==> config.mk <==
export PLATFORM = sky130hd
export DESIGN_NAME = alu_serial
export DESIGN_NICKNAME = d
export VERILOG_FILES = /design/src/rtl/alu_pkg.sv /design/src/rtl/alu_slice.sv /design/src/rtl/alu_serial.sv
export SDC_FILE = /design/constraint.sdc
export NUM_CORES = 1
export LEC_CHECK = 0
export ABC_AREA = 1
export CORE_MARGIN = 8
export CORE_UTILIZATION = 57
export CTS_BUF_LIST = sky130_fd_sc_hd__clkbuf_4
export CTS_CLUSTER_SIZE = 30
export DETAILED_ROUTE_END_ITERATION = 6
export PLACE_DENSITY = 0.88
export SLEW_MARGIN = 25
export SYNTH_ARGS = -nofsm -noshare
export SYNTH_HDL_FRONTEND = slang
export SYNTH_SLANG_ARGS = --single-unit
==> constraint.sdc <==
create_clock -name clk -period 8.99 [get_ports clk]
set_input_delay 1.798 -clock clk [delete_from_list [all_inputs] [get_ports clk]]
set_output_delay 1.798 -clock clk [all_outputs]
set_load 0.005 [all_outputs]
==> src/rtl/alu_pkg.sv <==
// Shared encodings for the serial ALU: control codes, operation field and FSM states.
// The optional overflow port is enabled by ALU_OVF_FLAG_EN in alu_serial.
package alu_pkg;

    localparam logic [3:0] ALU_AND  = 4'b0000;
    localparam logic [3:0] ALU_OR   = 4'b0010;
    localparam logic [3:0] ALU_ADD  = 4'b0011;
    localparam logic [3:0] ALU_SUB  = 4'b0111;
    localparam logic [3:0] ALU_SLT  = 4'b0101;
    localparam logic [3:0] ALU_NOR  = 4'b1100;
    localparam logic [3:0] ALU_NAND = 4'b1110;

    typedef enum logic [1:0] {
        OP_AND  = 2'b00,
        OP_LESS = 2'b01,
        OP_OR   = 2'b10,
        OP_ADD  = 2'b11
    } op_e;

    typedef enum logic [1:0] {
        S_IDLE = 2'b00,
        S_BUSY = 2'b01,
        S_DONE = 2'b10
    } state_e;

    function automatic logic is_legal(input logic [3:0] code);
        return (code == ALU_AND) || (code == ALU_OR) || (code == ALU_ADD) ||
               (code == ALU_SUB) || (code == ALU_SLT) || (code == ALU_NOR) ||
               (code == ALU_NAND);
    endfunction

    function automatic logic is_arith(input logic [3:0] code);
        return (code == ALU_ADD) || (code == ALU_SUB);
    endfunction

endpackage

==> src/rtl/alu_slice.sv <==
// Combinational chain of SLICE one-bit ALU cells; exposes the carry into the top bit
// and the top-bit sum so the caller can derive signed overflow and the SLT set bit.
module alu_slice
    import alu_pkg::*;
#(
    parameter int SLICE = 4
) (
    input  logic [SLICE-1:0] a,
    input  logic [SLICE-1:0] b,
    input  logic             ainv,
    input  logic             binv,
    input  logic             cin,
    input  op_e              op,
    output logic [SLICE-1:0] res,
    output logic             sum_top,
    output logic             cout,
    output logic             ctop
);

    logic c;
    logic ai;
    logic bi;

    always_comb begin
        c       = cin;
        ctop    = cin;
        sum_top = 1'b0;
        res     = '0;
        ai      = 1'b0;
        bi      = 1'b0;
        for (int i = 0; i < SLICE; i++) begin
            ai = a[i] ^ ainv;
            bi = b[i] ^ binv;
            if (i == SLICE - 1) begin
                ctop    = c;
                sum_top = ai ^ bi ^ c;
            end
            case (op)
                OP_AND:  res[i] = ai & bi;
                OP_OR:   res[i] = ai | bi;
                OP_ADD:  res[i] = ai ^ bi ^ c;
                default: res[i] = 1'b0;
            endcase
            c = (ai & bi) | (ai & c) | (bi & c);
        end
        cout = c;
    end

endmodule

==> src/rtl/alu_serial.sv <==
// Multi-cycle ALU processing SLICE bits per cycle LSB-first with a registered ripple carry.
// Define ALU_OVF_FLAG_EN to add the registered signed-overflow output port.
module alu_serial
    import alu_pkg::*;
#(
    parameter int WIDTH = 32,
    parameter int SLICE = 4
) (
    input  logic             clk,
    input  logic             rst,
    input  logic             in_valid,
    output logic             in_ready,
    input  logic [WIDTH-1:0] src1,
    input  logic [WIDTH-1:0] src2,
    input  logic [3:0]       alu_ctrl,
    output logic             out_valid,
    input  logic             out_ready,
    output logic [WIDTH-1:0] result,
    output logic             zero,
    output logic             cout
`ifdef ALU_OVF_FLAG_EN
    ,
    output logic             overflow
`endif
);

    localparam int NSLICE = WIDTH / SLICE;
    localparam int CW = (NSLICE > 1) ? $clog2(NSLICE) : 1;
    localparam logic [CW-1:0] LAST = CW'(NSLICE - 1);

    state_e           state;
    logic [CW-1:0]    cnt;
    logic             carry;
    logic [WIDTH-1:0] a_q;
    logic [WIDTH-1:0] b_q;
    logic [3:0]       ctrl_q;

    logic [SLICE-1:0] a_sl;
    logic [SLICE-1:0] b_sl;
    logic [SLICE-1:0] s_res;
    logic             s_sum_top;
    logic             s_cout;
    logic             s_ctop;
    logic             legal;
    logic             arith;
    logic             msb_ovf;

    assign a_sl    = a_q[int'(cnt) * SLICE +: SLICE];
    assign b_sl    = b_q[int'(cnt) * SLICE +: SLICE];
    assign legal   = is_legal(ctrl_q);
    assign arith   = is_arith(ctrl_q);
    assign msb_ovf = s_ctop ^ s_cout;
    assign zero    = (result == '0);

    alu_slice #(.SLICE(SLICE)) u_slice (
        .a       (a_sl),
        .b       (b_sl),
        .ainv    (ctrl_q[3]),
        .binv    (ctrl_q[2]),
        .cin     (carry),
        .op      (op_e'(ctrl_q[1:0])),
        .res     (s_res),
        .sum_top (s_sum_top),
        .cout    (s_cout),
        .ctop    (s_ctop)
    );

    always_ff @(posedge clk) begin
        if (rst) begin
            state     <= S_IDLE;
            in_ready  <= 1'b1;
            out_valid <= 1'b0;
            result    <= '0;
            cout      <= 1'b0;
`ifdef ALU_OVF_FLAG_EN
            overflow  <= 1'b0;
`endif
            cnt       <= '0;
            carry     <= 1'b0;
            a_q       <= '0;
            b_q       <= '0;
            ctrl_q    <= '0;
        end else begin
            case (state)
                S_IDLE: begin
                    if (in_valid && in_ready) begin
                        a_q      <= src1;
                        b_q      <= src2;
                        ctrl_q   <= alu_ctrl;
                        cnt      <= '0;
                        carry    <= alu_ctrl[2];
                        in_ready <= 1'b0;
                        state    <= S_BUSY;
                    end
                end
                S_BUSY: begin
                    // Unsupported codes still run their slices but write zeros.
                    result[int'(cnt) * SLICE +: SLICE] <= legal ? s_res : '0;
                    carry <= s_cout;
                    cnt   <= cnt + 1'b1;
                    if (cnt == LAST) begin
                        cnt       <= '0;
                        state     <= S_DONE;
                        out_valid <= 1'b1;
                        cout      <= arith ? s_cout : 1'b0;
`ifdef ALU_OVF_FLAG_EN
                        overflow  <= arith ? msb_ovf : 1'b0;
`endif
                        // SLT slices emit zero; the set bit lands in bit 0 here.
                        if (ctrl_q == ALU_SLT) begin
                            result[0] <= s_sum_top ^ msb_ovf;
                        end
                    end
                end
                S_DONE: begin
                    if (out_ready) begin
                        out_valid <= 1'b0;
                        in_ready  <= 1'b1;
                        state     <= S_IDLE;
                    end
                end
                default: begin
                    state     <= S_IDLE;
                    in_ready  <= 1'b1;
                    out_valid <= 1'b0;
                end
            endcase
        end
    end

endmodule
==> results by group, run 1 <==
Routing
  – Routed vias/inst: 5.59
  – Routed wire length: 13,500 um
  – Number of nets with antenna violations after detailed routing: 0
  – Violation count after the first detailed-route iteration: 334
  – Drt wl/cell: 14.9 um
  – Via Count: 5,063
  – Count of TritonRoute iterations in the first routing pass: 5
  – DRC errors left: 0

Worst setup path
  – Critical Path RT: 9.39 ns
  – Sort of element at the start of the critical path: register
  – Worst Path Arrival: 4.60 ns
  – Type of destination of the critical path: register
  – Crit path max-delay cell type: fa_1
  – Classification of the worst setup path: register to register
  – Highest net fanout along the worst path: 41
  – Max incr delay on CP: 0.44 ns
  – Chain of cells forming the critical path: buf_4, inv_2, o21ai_0, o211ai_1, nand2_1, nand2_1, nand2_1, inv_1, fa_1, inv_1, fa_1, inv_1, fa_1, fa_1, inv_1, nand2_1, nand3_1, nand2_1, nor2_1, nand2_1, a21oi_1
  – Library cell appearing most often on the critical path: nand2_1

Die
  – Die extent in y: 111 um
  – Initial core utilization: 58.7%
  – Io pins: 108
  – Chip width: 111 um
  – Die footprint: 12,300 um^2
  – Area of the placeable core: 8720 um^2
  – Number of rows created at floorplan: 34

Synth
  – Net count of the mapped netlist: 801
  – Biggest area consumer among synthesized cells: dfxtp_1
  – Top flip-flop cell by instance count after synthesis: dfxtp_1
  – Synthesis-stage register bit count: 109
  – Share of the synthesized area in the top cell type: 42.6%
  – Total of warnings raised by yosys: 0
  – Share of async-settable or async-resettable flops after synthesis: 0%
  – Cells taking the most area after synthesis: dfxtp_1 43%, nor2_1 13%, o21ai_0 12%
  – Netlist cell types: 31
  – Post-synthesis sequential area ratio: 42.6%
  – Top cells by count, synth: 184 x nor2_1, 121 x o21ai_0, 109 x dfxtp_1
  – Average cell area after synthesis: 7.19 um^2
  – Dominant cell by count in the synthesized netlist: nor2_1
  – Number of enable flip-flop cells after synthesis: 0
  – Post-synth design cell area: 5120 um^2
  – Instance count of the mapped netlist: 712

Global routing
  – Number of antenna violations at the first check in global routing: 0
  – GRT Overall Usage: 21.2%
  – Residual overflow from global routing: 0
  – Largest net degree at the start of global routing: 102
  – Via count of the first global-routing pass: 4,767
  – Global-route wire length before repair: 22,600 um

Layout
  – Fin cells: 906
  – Net total in the final layout: 882
  – Post-synthesis to final-layout area growth: 23.2%
  – Number of inserted filler cells in the final layout: 718
  – Cell area after layout: 6310 um^2
  – Final Util: 72.3%
  – Share of post-route cells with drive strength above 1: 4.89%
  – Total inserted antenna cells: 0

CTS
  – Clock latency on the worst-skew pair: 0.46 ns
  – Clock transition at the register clock pins on the worst setup and hold paths after CTS: 0.17 ns
  – CTS buffer count: 9
  – Cells resized by post-CTS repair: 0
  – H-tree lvl count: 3
  – Maximum clock insertion buffer count: 2
  – Hold buffer count at cts: 0
  – Number of clock sinks seen by CTS: 109
  – Clock tree from TritonCTS: done
  – Clock Tree Root: clkbuf_4
  – Post-CTS setup buffer count: 0

STA
  – Final critical path time including I/O delays and setup: 4.20 ns
  – Relative slew slack: 41.9%
  – Least-Margin Pin Slew: 0.872 ns
  – Fin Clk Skew: 0.0225 ns
  – Number of max-slew violations in the final report: 0
  – Unrepaired setup endpoints after global routing: no
  – Fin crit share: 46.7%
  – Hold violation count in the final report: 0
  – Fmax: 0.238 GHz
  – Post-route worst hold slack: 0.464 ns
  – Final setup fails: 0
  – Setup TNS: 0 ns

Placed design
  – IO Port Bufs: 107
  – Placed cell count: 890
  – HPWL after detailed placement: 9700 um
  – Weighted congestion at the end of routability-driven global placement: 0.881
  – Area after detailed placement: 6160 um^2

Power and ir drop
  – Leak pwr: 2.59 nW
  – Cell Pwr Density: 165 nW/um^2
  – Peak supply drop: 0.000110 V

Run
  – Total of max-cap violations: 0

Hold path
  – Min-delay worst type: register to register

Status
  – Result of the run: finished clean
==> registers in the layout (all words and copies together) (netlist names) <==
register and cells:
state 2, ctrl_q 4, carry 1, a_q 32
cout 1, b_q 32, result 32, cnt 3
in_ready 1, out_valid 1
==> report_power, final <==
part	internal [mW]	switching, mW	total (mW)
Clock	0.0861	0.164	0.250
Sequential	0.521	0.0229	0.544
Combinational	0.0980	0.148	0.246
Total	0.705	0.335	1.04
==> logic make-up after synthesis <==
logic type / after synthesis / share of synthesized area (%)
adder cells (fa/ha/maj): 17 / 4.89
buffers and inverters: 80 / 6.63
XOR/XNOR: 2 / 0.342
AO/OA/AOI/OAI: 179 / 18.3
flip-flops: 109 / 42.6
AND/OR/NAND/NOR: 325 / 27.2
==> worst paths after layout <==
check	startpoint	endpoint	slack [ns]	cells after the start
setup / recovery	cnt[0]$_SDFFE_PP0P_	result[7]$_SDFFE_PP0P_	4.79	21
hold / removal	out_valid$_SDFFE_PP0P_	out_valid$_SDFFE_PP0P_	0.46	2
setup reg to reg	cnt[0]$_SDFFE_PP0P_	result[7]$_SDFFE_PP0P_	4.79	21
hold reg to reg	out_valid$_SDFFE_PP0P_	out_valid$_SDFFE_PP0P_	0.46	2
==> cell type report <==
class / count / area [um^2] / share of cell area (%)
multi-input combinational: 523 / 2600 / 41.2
sequential: 109 / 2180 / 34.6
timing repair buffer: 110 / 1090 / 17.3
inverter: 40 / 154 / 2.44
tap: 108 / 135 / 2.14
clock inverter: 7 / 72.6 / 1.15
clock buffer: 9 / 67.6 / 1.07
==> cell usage in the layout, fill, tap and decap left out, drive strengths merged <==
| master | n |
|---|---|
| nor2 | 192 |
| o21ai | 122 |
| dfxtp | 109 |
| clkdlybuf4s50 | 107 |
| nand2 | 81 |
| a21oi | 40 |
| inv | 40 |
| nand3 | 32 |
| o211ai | 14 |
| ha | 12 |
| clkbuf | 9 |
| nor4 | 8 |
| nand4 | 5 |
| fa | 5 |
| nor3 | 5 |
| clkinv | 5 |
| buf | 3 |
| xor2 | 2 |
| o21a | 2 |
| nand3b | 1 |
| or2 | 1 |
| a21o | 1 |
| bufinv | 1 |
| clkinvlp | 1 |
==> layer usage <==
metal | part of all wire (%) | track usage, %
met5 | 0 | 0
met3 | 6.7 | 4.49
met1 | 43 | 26.6
met2 | 49 | 35.6
met4 | 1.3 | 6.13
==> metrics by stage <==
| step | total power, mW | setup WS, ns |
|---|---|---|
| 6_report | 1.04 | 4.79 |
| 5_1_grt | 1.10 | 4.41 |
| 4_1_cts | 1.04 | 4.87 |
| 3_5_place_dp | 0.795 | 4.91 |
| 3_3_place_gp | 0.789 | 5.00 |
| 2_1_floorplan | 0.713 | 5.70 |
==> worst max-delay path, delay by kind of cell, from the launching register on <==
kind            cells  cell delay, ns
fa+ha+maj           4            1.43
buf+inv             6            0.99
simple gates        8            0.78
compound gates      3            0.57
flops               1            0.34
No activity file was read; power rests on OpenSTA's default activity.
==> run 2, diff against run 1 <==
--- a/config.mk
+++ b/config.mk
@@ -7,11 +7,11 @@
 export LEC_CHECK = 0
 export ABC_AREA = 1
 export CORE_MARGIN = 8
-export CORE_UTILIZATION = 57
+export CORE_UTILIZATION = 48
 export CTS_BUF_LIST = sky130_fd_sc_hd__clkbuf_4
 export CTS_CLUSTER_SIZE = 30
 export DETAILED_ROUTE_END_ITERATION = 6
-export PLACE_DENSITY = 0.88
+export PLACE_DENSITY = 0.79
 export SLEW_MARGIN = 25
 export SYNTH_ARGS = -nofsm -noshare
 export SYNTH_HDL_FRONTEND = slang
==> constraint.sdc (replaced) <==
create_clock -name clk -period 3.4 [get_ports clk]
set_input_delay 0.68 -clock clk [delete_from_list [all_inputs] [get_ports clk]]
set_output_delay 0.68 -clock clk [all_outputs]
set_load 0.005 [all_outputs]
==> results by group, run 2 (synthesis results as in run 1) <==
CTS
  – H-tree lvl count: 3 (unchanged)
  – Maximum clock insertion buffer count: 2 (unchanged)
  – Clock tree from TritonCTS: done
  – Number of clock sinks seen by CTS: 109 (unchanged)
  – Clock transition at the register clock pins on the worst setup and hold paths after CTS: 0.17 ns (about the same)
  – Clock latency on the worst-skew pair: 0.45 ns (about the same)
  – CTS buffer count: 9 (unchanged)
  – Clock Tree Root: clkbuf_4
  – Hold buffer count at cts: 0 (unchanged)

Layout
  – Most common cell after layout, fill and taps aside: nor2_1
  – Top Registers: a_q x32, b_q x32, result x32
  – Post-synthesis to final-layout area growth: 29.8%
  – Total inserted antenna cells: 0 (unchanged)
  – Leading cell types in the layout, fill and taps excluded: 181 x nor2_1, 119 x o21ai_0, 107 x clkdlybuf4s50_1
  – Final Util: 64.4% (-8.0 points)
  – Share of post-route cells with drive strength above 1: 11.2% (+6.3 points)
  – Net total in the final layout: 910 (+3.2%)

Routing
  – Drt wl/cell: 14.5 um (-2.3%)
  – DRC errors left: 0 (unchanged)
  – Violation count after the first detailed-route iteration: 363 (+8.7%)
  – Count of TritonRoute iterations in the first routing pass: 5 (unchanged)
  – Routed wire length: 14,000 um (+3.6%)
  – Number of nets with antenna violations after detailed routing: 0 (unchanged)
  – Routed vias/inst: 5.31 (-4.9%)
  – Via Count: 5,107 (+0.87%)

Placed design
  – Worst setup timing slack at the placement stage: -0.0706 ns (-4.98 ns)
  – Weighted congestion at the end of routability-driven global placement: 0.904 (+2.6%)
  – IO Port Bufs: 107 (unchanged)
  – HPWL after detailed placement: 10,500 um (+8.6%)

STA
  – Fmax: 0.296 GHz (+24%)
  – Final critical path time including I/O delays and setup: 3.37 ns (-0.825 ns)
  – Final Worst Setup Slack: 0.0257 ns (-4.77 ns)
  – Fin Clk Skew: 0.0155 ns (-0.00696 ns)
  – Final setup fails: 0 (unchanged)
  – Fin crit share: 99.2% (+53 points)
  – Least-Margin Pin Slew: 0.705 ns (-0.167 ns)
  – Unrepaired setup endpoints after global routing: yes
  – Setup TNS: 0 ns (unchanged)
  – Hold violation count in the final report: 0 (unchanged)
  – Number of max-slew violations in the final report: 0 (unchanged)
  – Relative slew slack: 53.0% (+11 points)
  – Post-route worst hold slack: 0.459 ns (-0.00530 ns)

Hold path
  – Min-delay worst type: register to register

Die
  – Chip width: 119 um (+7.7%)
  – Die footprint: 14,200 um^2 (+16%)
  – Initial core utilization: 49.6% (-9.1 points)
  – Area of the placeable core: 10,300 um^2 (+18%)
  – Io pins: 108 (unchanged)
  – Die extent in y: 119 um (+7.7%)
  – Number of rows created at floorplan: 37 (+8.8%)

Worst setup path
  – Worst path buffer plus inverter count: 5 (-1)
  – Type of destination of the critical path: register
  – Worst Path Arrival: 3.77 ns (-0.83 ns)
  – Classification of the worst setup path: register to register
  – Max incr delay on CP: 0.46 ns (+0.02 ns)
  – Highest net fanout along the worst path: 6 (-85%)
  – Critical Path RT: 3.79 ns (-5.60 ns)
  – Crit path max-delay cell type: fa_1
  – Kind of cell adding the most delay to the critical path: adder cells
  – Chain of cells forming the critical path: buf_6, nor2_1, nor2_1, o21ai_1, o211ai_1, nand2_1, nand2_1, nand2_2, inv_2, fa_2, inv_2, fa_2, inv_2, fa_2, fa_1, inv_1, nand2_1, nand3_2, nand2_2, nor2_4, nand2_2, a21oi_2
  – Sort of element at the start of the critical path: register

Power and ir drop
  – Cell Pwr Density: 419 nW/um^2 (+150%)
  – Peak supply drop: 0.000245 V (+120%)
  – PnR Total Power: 2.78 mW (+170%)
  – Leak pwr: 2.75 nW (+6.2%)

Global routing
  – Residual overflow from global routing: 0 (unchanged)
  – Largest net degree at the start of global routing: 68 (-33%)
  – Number of antenna violations at the first check in global routing: 0 (unchanged)
  – Global-route wire length before repair: 23,600 um (+4.5%)
  – GRT Overall Usage: 19.6% (-1.7 points)
  – Via count of the first global-routing pass: 4,986 (+4.6%)

Run
  – Total of max-cap violations: 0 (unchanged)

Status
  – Result of the run: finished clean
## run 2: metrics by stage
| step | cells | cell area [um^2] |
|---|---|---|
| after floorplan | 712 | 5120 |
| after global placement | 940 | 6370 |
| after detailed placement | 940 | 6370 |
| after CTS | 955 | 6510 |
| after global routing | 961 | 6640 |
| final | 961 | 6640 |
## run 2: repair_timing
| item | CTS | global route |
|---|---|---|
| setup endpoints to repair | 5 | 15 |
| resized for setup | 6 | 32 |
| gates cloned | 0 | 0 |
| setup buffers | 0 | 6 |
| pin swaps | 0 | 15 |
| endpoints found under the hold margin | 0 | 0 |
## run 2: final timing paths
path / startpoint / end / slack (ns) / depth (start not counted)
hold reg to reg: out_valid$_SDFFE_PP0P_ / out_valid$_SDFFE_PP0P_ / 0.46 / 2
setup reg to reg: cnt[0]$_SDFFE_PP0P_ / result[11]$_SDFFE_PP0P_ / 0.03 / 22
setup / recovery: cnt[0]$_SDFFE_PP0P_ / result[11]$_SDFFE_PP0P_ / 0.03 / 22
hold / removal: out_valid$_SDFFE_PP0P_ / out_valid$_SDFFE_PP0P_ / 0.46 / 2
## run 2: cell type report
type                            count  area [um^2]
Clock inverter                      6         56.3
Timing Repair Buffer              138         1330
Tap cell                          136          170
Fill cell                         859         3680
Multi-Input combinational cell    523         2680
Sequential cell                   109         2190
Clock buffer                        9         67.6
Inverter                           40          155
## run 2: tightest hold or removal path, cell delays in order, from the launching register on
cell,delay [ns]
dfxtp_1,0.34
inv_1,0.05
a21oi_1,0.05
## run 2: routing by layer
layer	track usage (%)	vias up	wire [um]
li1	-	2548	-
met1	24.5	2348	6140
met2	32.5	188	6590
met4	6.09	0	271
met5	0	-	0
met3	4.82	23	970
## run 2: power breakdown
group / total (mW) / internal [mW] / switching, mW
registers: 1.44 / 1.38 / 0.0654
clock network: 0.595 / 0.161 / 0.434
logic: 0.744 / 0.321 / 0.424
